### src/rtl/spi_master_engine.sv
`timescale 1ns/1ps
`default_nettype none
// +-------------------------------------------------------------------------+
// | spi_master_engine: byte-wide mode-0 SPI master, one-entry TX buffer     |
// | Revision: 1.0                                                           |
// +-------------------------------------------------------------------------+
module spi_master_engine #(
  parameter int CLK_DIV = 4
) (
  input  logic       clk,
  input  logic       rst,
  input  logic [7:0] toXmit,
  input  logic       strobe,
  input  logic [1:0] ss_sel,
  output logic [7:0] Rcvd,
  output logic       Ready,
  output logic       XmitFull,
  output logic       busy,
  input  logic       miso,
  output logic       mosi,
  output logic       sck,
  output logic [1:0] ss
);

  localparam int CW = $clog2(CLK_DIV + 1);

  generate
    if (CLK_DIV < 1) begin : g_div_check
      $error("spi_master_engine: CLK_DIV must be 1 or more");
    end
  endgenerate

  typedef enum logic [1:0] {IDLE, SETUP, SHIFT, HOLD} state_t;

  state_t        state_q, state_d;
  logic [CW-1:0] cnt_q, cnt_d;
  logic [3:0]    half_q, half_d;
  logic [7:0]    tx_q, tx_d, rx_q, rx_d;
  logic [1:0]    ss_q, ss_d;
  logic          sck_q, sck_d;
  logic [7:0]    buf_byte_q, buf_byte_d;
  logic [1:0]    buf_ss_q, buf_ss_d;
  logic          full_q, full_d;
  logic [7:0]    rcvd_q, rcvd_d;
  logic          ready_q, ready_d;
  logic          last_w;

  assign last_w = (cnt_q == CW'(CLK_DIV - 1));

  always_comb begin
    state_d    = state_q;
    cnt_d      = cnt_q;
    half_d     = half_q;
    tx_d       = tx_q;
    rx_d       = rx_q;
    ss_d       = ss_q;
    sck_d      = sck_q;
    buf_byte_d = buf_byte_q;
    buf_ss_d   = buf_ss_q;
    full_d     = full_q;
    rcvd_d     = rcvd_q;
    ready_d    = 1'b0;

    // A full buffer drops the strobe, so this never collides with the IDLE drain.
    if (strobe && !full_q) begin
      buf_byte_d = toXmit;
      buf_ss_d   = ss_sel;
      full_d     = 1'b1;
    end

    case (state_q)
      IDLE: begin
        cnt_d  = '0;
        half_d = '0;
        sck_d  = 1'b0;
        if (full_q) begin
          tx_d    = buf_byte_q;
          ss_d    = buf_ss_q;
          full_d  = 1'b0;
          state_d = SETUP;
        end
      end
      SETUP: begin
        if (last_w) begin
          cnt_d   = '0;
          state_d = SHIFT;
        end else begin
          cnt_d = cnt_q + CW'(1);
        end
      end
      SHIFT: begin
        if (last_w) begin
          cnt_d  = '0;
          half_d = half_q + 4'd1;
          if (!half_q[0]) begin
            sck_d = 1'b1;
            rx_d  = {rx_q[6:0], miso};
          end else begin
            sck_d = 1'b0;
            tx_d  = {tx_q[6:0], 1'b0};
          end
          if (half_q == 4'd15) begin
            half_d  = '0;
            state_d = HOLD;
          end
        end else begin
          cnt_d = cnt_q + CW'(1);
        end
      end
      HOLD: begin
        if (last_w) begin
          cnt_d   = '0;
          rcvd_d  = rx_q;
          ready_d = 1'b1;
          state_d = IDLE;
        end else begin
          cnt_d = cnt_q + CW'(1);
        end
      end
      default: state_d = IDLE;
    endcase
  end

  always_ff @(posedge clk) begin
    if (rst) begin
      state_q    <= IDLE;
      cnt_q      <= '0;
      half_q     <= '0;
      tx_q       <= '0;
      rx_q       <= '0;
      ss_q       <= 2'b11;
      sck_q      <= 1'b0;
      buf_byte_q <= '0;
      buf_ss_q   <= 2'b11;
      full_q     <= 1'b0;
      rcvd_q     <= '0;
      ready_q    <= 1'b0;
    end else begin
      state_q    <= state_d;
      cnt_q      <= cnt_d;
      half_q     <= half_d;
      tx_q       <= tx_d;
      rx_q       <= rx_d;
      ss_q       <= ss_d;
      sck_q      <= sck_d;
      buf_byte_q <= buf_byte_d;
      buf_ss_q   <= buf_ss_d;
      full_q     <= full_d;
      rcvd_q     <= rcvd_d;
      ready_q    <= ready_d;
    end
  end

  assign Rcvd     = rcvd_q;
  assign Ready    = ready_q;
  assign XmitFull = full_q;
  assign busy     = (state_q != IDLE);
  assign mosi     = tx_q[7];
  assign sck      = sck_q;
  assign ss       = (state_q == IDLE) ? 2'b11 : ss_q;

endmodule
`default_nettype wire
### config.mk
export PLATFORM = sky130hd
export DESIGN_NAME = spi_master_engine
export DESIGN_NICKNAME = d
export VERILOG_FILES = /design/src/rtl/spi_master_engine.sv
export SDC_FILE = /design/constraint.sdc
export NUM_CORES = 1
export LEC_CHECK = 0
export CAP_MARGIN = 20
export CORE_UTILIZATION = 53
export CTS_CLUSTER_DIAMETER = 150
export DETAILED_ROUTE_END_ITERATION = 10
export PLACE_DENSITY = 0.81
export SLEW_MARGIN = 20
export SYNTH_ARGS = -nofsm -noshare
export SYNTH_HDL_FRONTEND = slang
export SYNTH_SLANG_ARGS = --single-unit
### constraint.sdc
create_clock -name clk -period 2.2 [get_ports clk]
set_input_delay 0.33 -clock clk [delete_from_list [all_inputs] [get_ports clk]]
set_output_delay 0.33 -clock clk [all_outputs]
set_load 0.005 [all_outputs]
# Word-level counts from Yosys, hierarchy flattened
# Index checks and enable logic that the tools add are counted.
# word_totals
ff_bits,48
out_inout_bits,15
# op_classes
addsub,2
eq_ne,11
muxes,23
bitwise_logic,2
n_reduce_logical,13
# op_table
op,count
2-to-1 mux 8 bit,3
case mux 8 bit (2 select lines),1
2-to-1 mux 2 bit,6
"!= test 2 bit, second input constant",6
2-to-1 mux 4 bit,2
case mux 2 bit (4 select lines),1
case mux 4 bit (2 select lines),1
2-to-1 mux 1 bit,6
case mux 3 bit (2 select lines),1
AND reduction 2 bit,3
AND reduction 5 bit,1
"adder 4 x 1 -> 4 bit, second input constant",1
"equality test 2 bit, second input constant",2
"equality test 4 bit, second input constant",1
AND reduction 4 bit,1
nonzero test 2 bit,2
"adder 3 x 1 -> 3 bit, second input constant",1
"equality test 3 x 2 -> 1 bit, second input constant",1
2-to-1 mux 3 bit,1
AND reduction 3 bit,1
OR reduction 3 bit,1
"equality test 2 x 1 -> 1 bit, second input constant",1
zero test 2 bit,1
inverter 1 bit,2
4 further kinds,4

# Logic depth before layout (Yosys ltp)
# depth
depth_word,5
mapped_depth,7
depth_no_buf,5

# Worst setup path before layout
# No wires, ideal clock.
# synth_path
kind,register -> register
start,register state_q[0]
end,register half_q[3]
setup_time_ns,0.074
t_arrival_ns,1.526
required_ns,2.126
path_slack_ns,0.600
path_stages_with_launch,6
n_path_buf,0
period_less_slack_ns,1.600
path_cell_list,dfxtp_1 -> inv_1 -> ha_1 -> mux2i_1 -> or4b_1 -> a31oi_1
# synth_via
elab_chain_cells,3
elab_cells_between_ends,6
classes_between,eq/ne (2); mux (1); reduce/logical (3)
# synth_lines
item,line_no,source
start: declaration,35,"state_t state_q, state_d;"
start signal: assignment,139,state_q <= state_d;
equality test 2 bit / zero test 2 bit (equally long branches),71,case (state_q)
!= test 2 bit (no source line) / nonzero test 2 bit (equally long branches),-,
AND reduction 2 bit (no source line),-,
end signal: assignment,141,half_q <= half_d;
end: declaration,37,"logic [3:0] half_q, half_d;"
# Parallel ways exist; a longest one is shown, timed or not.
# A chain may end at the register's enable or synchronous reset.

# Worst setup path after layout
# layout_path
start,register state_q[0]
end,output port ss[0]
# layout_via
elab_chain_cells,2
# layout_lines
item,line_no,source
zero test 2 bit,160,assign ss = (state_q == IDLE) ? 2'b11 : ss_q;
2-to-1 mux 2 bit,160,
end: declaration,22,output logic [1:0] ss
# Every way passes these cells.

==> results.json <==
{
  "ys_seq_area_share_pct": 46.9,
  "area_growth_pct": 20.7,
  "clock_latency_ns": 0.30,
  "p_leak_nw": 0.944,
  "ff2ff_setup_slack_ns": 0.35,
  "nNetsFinal": 271,
  "crit_slowest_cell": "clkdlybuf4s50_1",
  "drive_gt1_share_pct": 9.68,
  "cts_tree": "done",
  "yosysUniqueCellTypes": 32,
  "hold_class": "reg -> reg",
  "grt_pass1_vias": 1512,
  "syn_nets": 244,
  "power.total_mw": 2.23,
  "whs_path_depth": 1,
  "cp_top_family": "buffers and inverters",
  "cp_data_required_time_ns": 1.87,
  "r2r-start": "cnt_q[0]",
  "skew_ns": 0.00201,
  "fin_crit_sh_pct": 96.1,
  "whs_ns": 0.439,
  "slew_headroom_pct": 58.0,
  "drc": 0,
  "grt_max_degree": 20,
  "gp_congestion": 0.802,
  "antenna_left": 0,
  "endpoint_kind": "primary output",
  "maxSlewViolCount": 0,
  "num_vias": 1571,
  "io_buffers": 28,
  "worstSetupPathType": "reg -> out",
  "top_layer": "met4",
  "antenna_cells": 0,
  "gr-total-overflow": 0,
  "min_from": "cnt_q[0]",
  "fp.dieArea_um2": 4120,
  "core_area_um2": 3690,
  "fill_cells": 307,
  "die_w_um": 64.2,
  "final_cell_mix": "dfxtp_1, nand2_1, a21oi_1, clkdlybuf4s50_1, mux2i_1",
  "drt-pass1-iter-count": 4,
  "slowest_delay_ns": 0.46,
  "synth.ff_latch_count": 48,
  "hold_viol": 0,
  "routedWlPerCell_um": 12.5,
  "grt_pass1_wl_um": 6420,
  "dpl.hpwl_um": 2640,
  "ys_warn_count": 0,
  "multiInputGateArea_um2": 1020,
  "r2r-end": "tx_q[6]",
  "fp-row-count": 22,
  "setup_viol": 0,
  "wl_met1_um": 1770,
  "fmax_ghz": 0.473,
  "routed_wl_um": 3690,
  "io_pins": 29,
  "viasPerCell": 5.31,
  "regArea_um2": 962,
  "layout_commonest_cell": "dfxtp_1",
  "max-cap-violations": 0,
  "clockBufferDepth": 2,
  "crit_path_cell_trace": "inv_1 -> ha_4 -> or2_2 -> clkdlybuf4s50_1",
  "worst-path-buf-inv": 2,
  "h-tree-depth": 2,
  "antenna_found_initial": 0,
  "cts_sinks": 48,
  "syn_area_um2": 2050,
  "clk_pin_slew_ns": 0.08,
  "cp.arrival_ns": 1.78,
  "wl_met2_um": 1760,
  "setup_tns_ns": 0,
  "rsz0062_at_grt": "no",
  "layout_min_cycle_time_ns": 2.11,
  "cts-root-buf": "clkbuf_8",
  "numCtsBuffers": 5,
  "crit_path_start_kind": "register",
  "initial_utilization_pct": 55.6,
  "p_per_area_nw_per_um2": 900,
  "crit_path_max_fanout": 14,
  "rr_worst_depth": 6,
  "track_usage_pct": 19.8,
  "worst_slew_pin_slew_ns": 0.628,
  "status": "finished clean",
  "wl_met3_um": 108,
  "syn_avg_cell_area_um2": 9.28,
  "die_height_um": 64.2,
  "netlist_instances": 221,
  "max-vdd-ir-drop_mv": 0.513,
  "whs_endpoint": "cnt_q[0]",
  "drt_iter0_markers": 107
}
per-layer routing:
metal,vias to the layer above,global-route usage [%]
met5,-,0
li1,823,-
met3,8,4.11
met4,0,11.1
met2,28,33.2
met1,712,23.5
kinds of logic after synthesis:
| group | count (synthesis) | share of synthesized area, % |
|---|---|---|
| buf+inv | 20 | 4.03 |
| mux | 20 | 9.88 |
| compound gates | 45 | 14.8 |
| fa+ha+maj | 9 | 5.49 |
| simple gates | 79 | 19.0 |
| flops | 48 | 46.9 |
repair_timing:
item,in CTS,in global routing
resized for setup,1,2
hold buffers,0,0
setup endpoints to repair,2,2
setup buffers,0,0
worst max path at each step:
stage,from,cells past startpoint,endpoint
after floorplan,state_q[0],5,half_q[3]
after global placement,state_q[0],4,ss[1]
after detailed placement,state_q[0],4,ss[0]
after CTS,state_q[0],4,ss[0]
after global routing,state_q[0],4,ss[0]
final,state_q[0],4,ss[0]
report_power, final:
group | leakage (nW) | total, mW | switching, mW | internal, mW
registers | 0.391 | 1.02 | 0.0622 | 0.958
clock network | 0.0410 | 0.494 | 0.278 | 0.216
logic | 0.512 | 0.713 | 0.355 | 0.358
state kept, by name (all words and copies together) (netlist names):
register,cells
tx_q,8
cnt_q,3
XmitFull,1
Rcvd,8
buf_byte_q,8
sck,1
rx_q,8
state_q,2
buf_ss_q,2
ss_q,2
half_q,4
Ready,1
layout make-up:
type / count / area share [%]
multi-input combinational: 153 / 41.2
sequential: 48 / 38.9
timing repair buffer: 36 / 13.8
clock buffer: 6 / 2.93
tap: 48 / 2.43
inverter: 4 / 0.607
clock inverter: 1 / 0.202
stage by stage:
step / std cells / setup slack, ns / cell area (um^2) / util (%)
6_report: 296 / 0.0854 / 2470 / 67.1
5_1_grt: 296 / 0.0174 / 2470 / 67.1
4_1_cts: 296 / 0.0374 / 2460 / 66.8
3_5_place_dp: 289 / 0.245 / 2380 / 64.6
3_3_place_gp: 289 / 0.328 / 2380 / 64.6
2_1_floorplan: 221 / 0.600 / 2050 / -
synthesized netlist by cell type:
library cell	n	area, um^2
a21oi_1	28	140
a211o_1	2	17.5
ha_1	9	113
nor2b_1	4	25.0
buf_1	3	11.3
or4b_1	1	10.0
mux2i_1	18	180
nand2b_1	4	25.0
inv_1	4	15.0
o21ba_2	2	20.0
and3b_1	1	8.76
and3_1	2	12.5
a2111oi_4	1	27.5
nor4_1	2	12.5
a21bo_2	1	10.0
nand4_1	1	6.26
a21boi_0	1	7.51
mux2_2	2	22.5
buf_2	6	30.0
o21bai_1	1	7.51
nor4b_1	1	8.76
clkbuf_1	7	26.3
dfxtp_1	48	961
nand3b_1	4	30.0
nand2_1	34	128
or2_2	2	12.5
o21ai_0	1	5.00
a31oi_1	1	6.26
a311oi_1	7	61.3
nand3_1	11	55.1
nand4b_1	2	17.5
nor2_1	10	37.5
No activity file was read; power rests on OpenSTA's default activity.
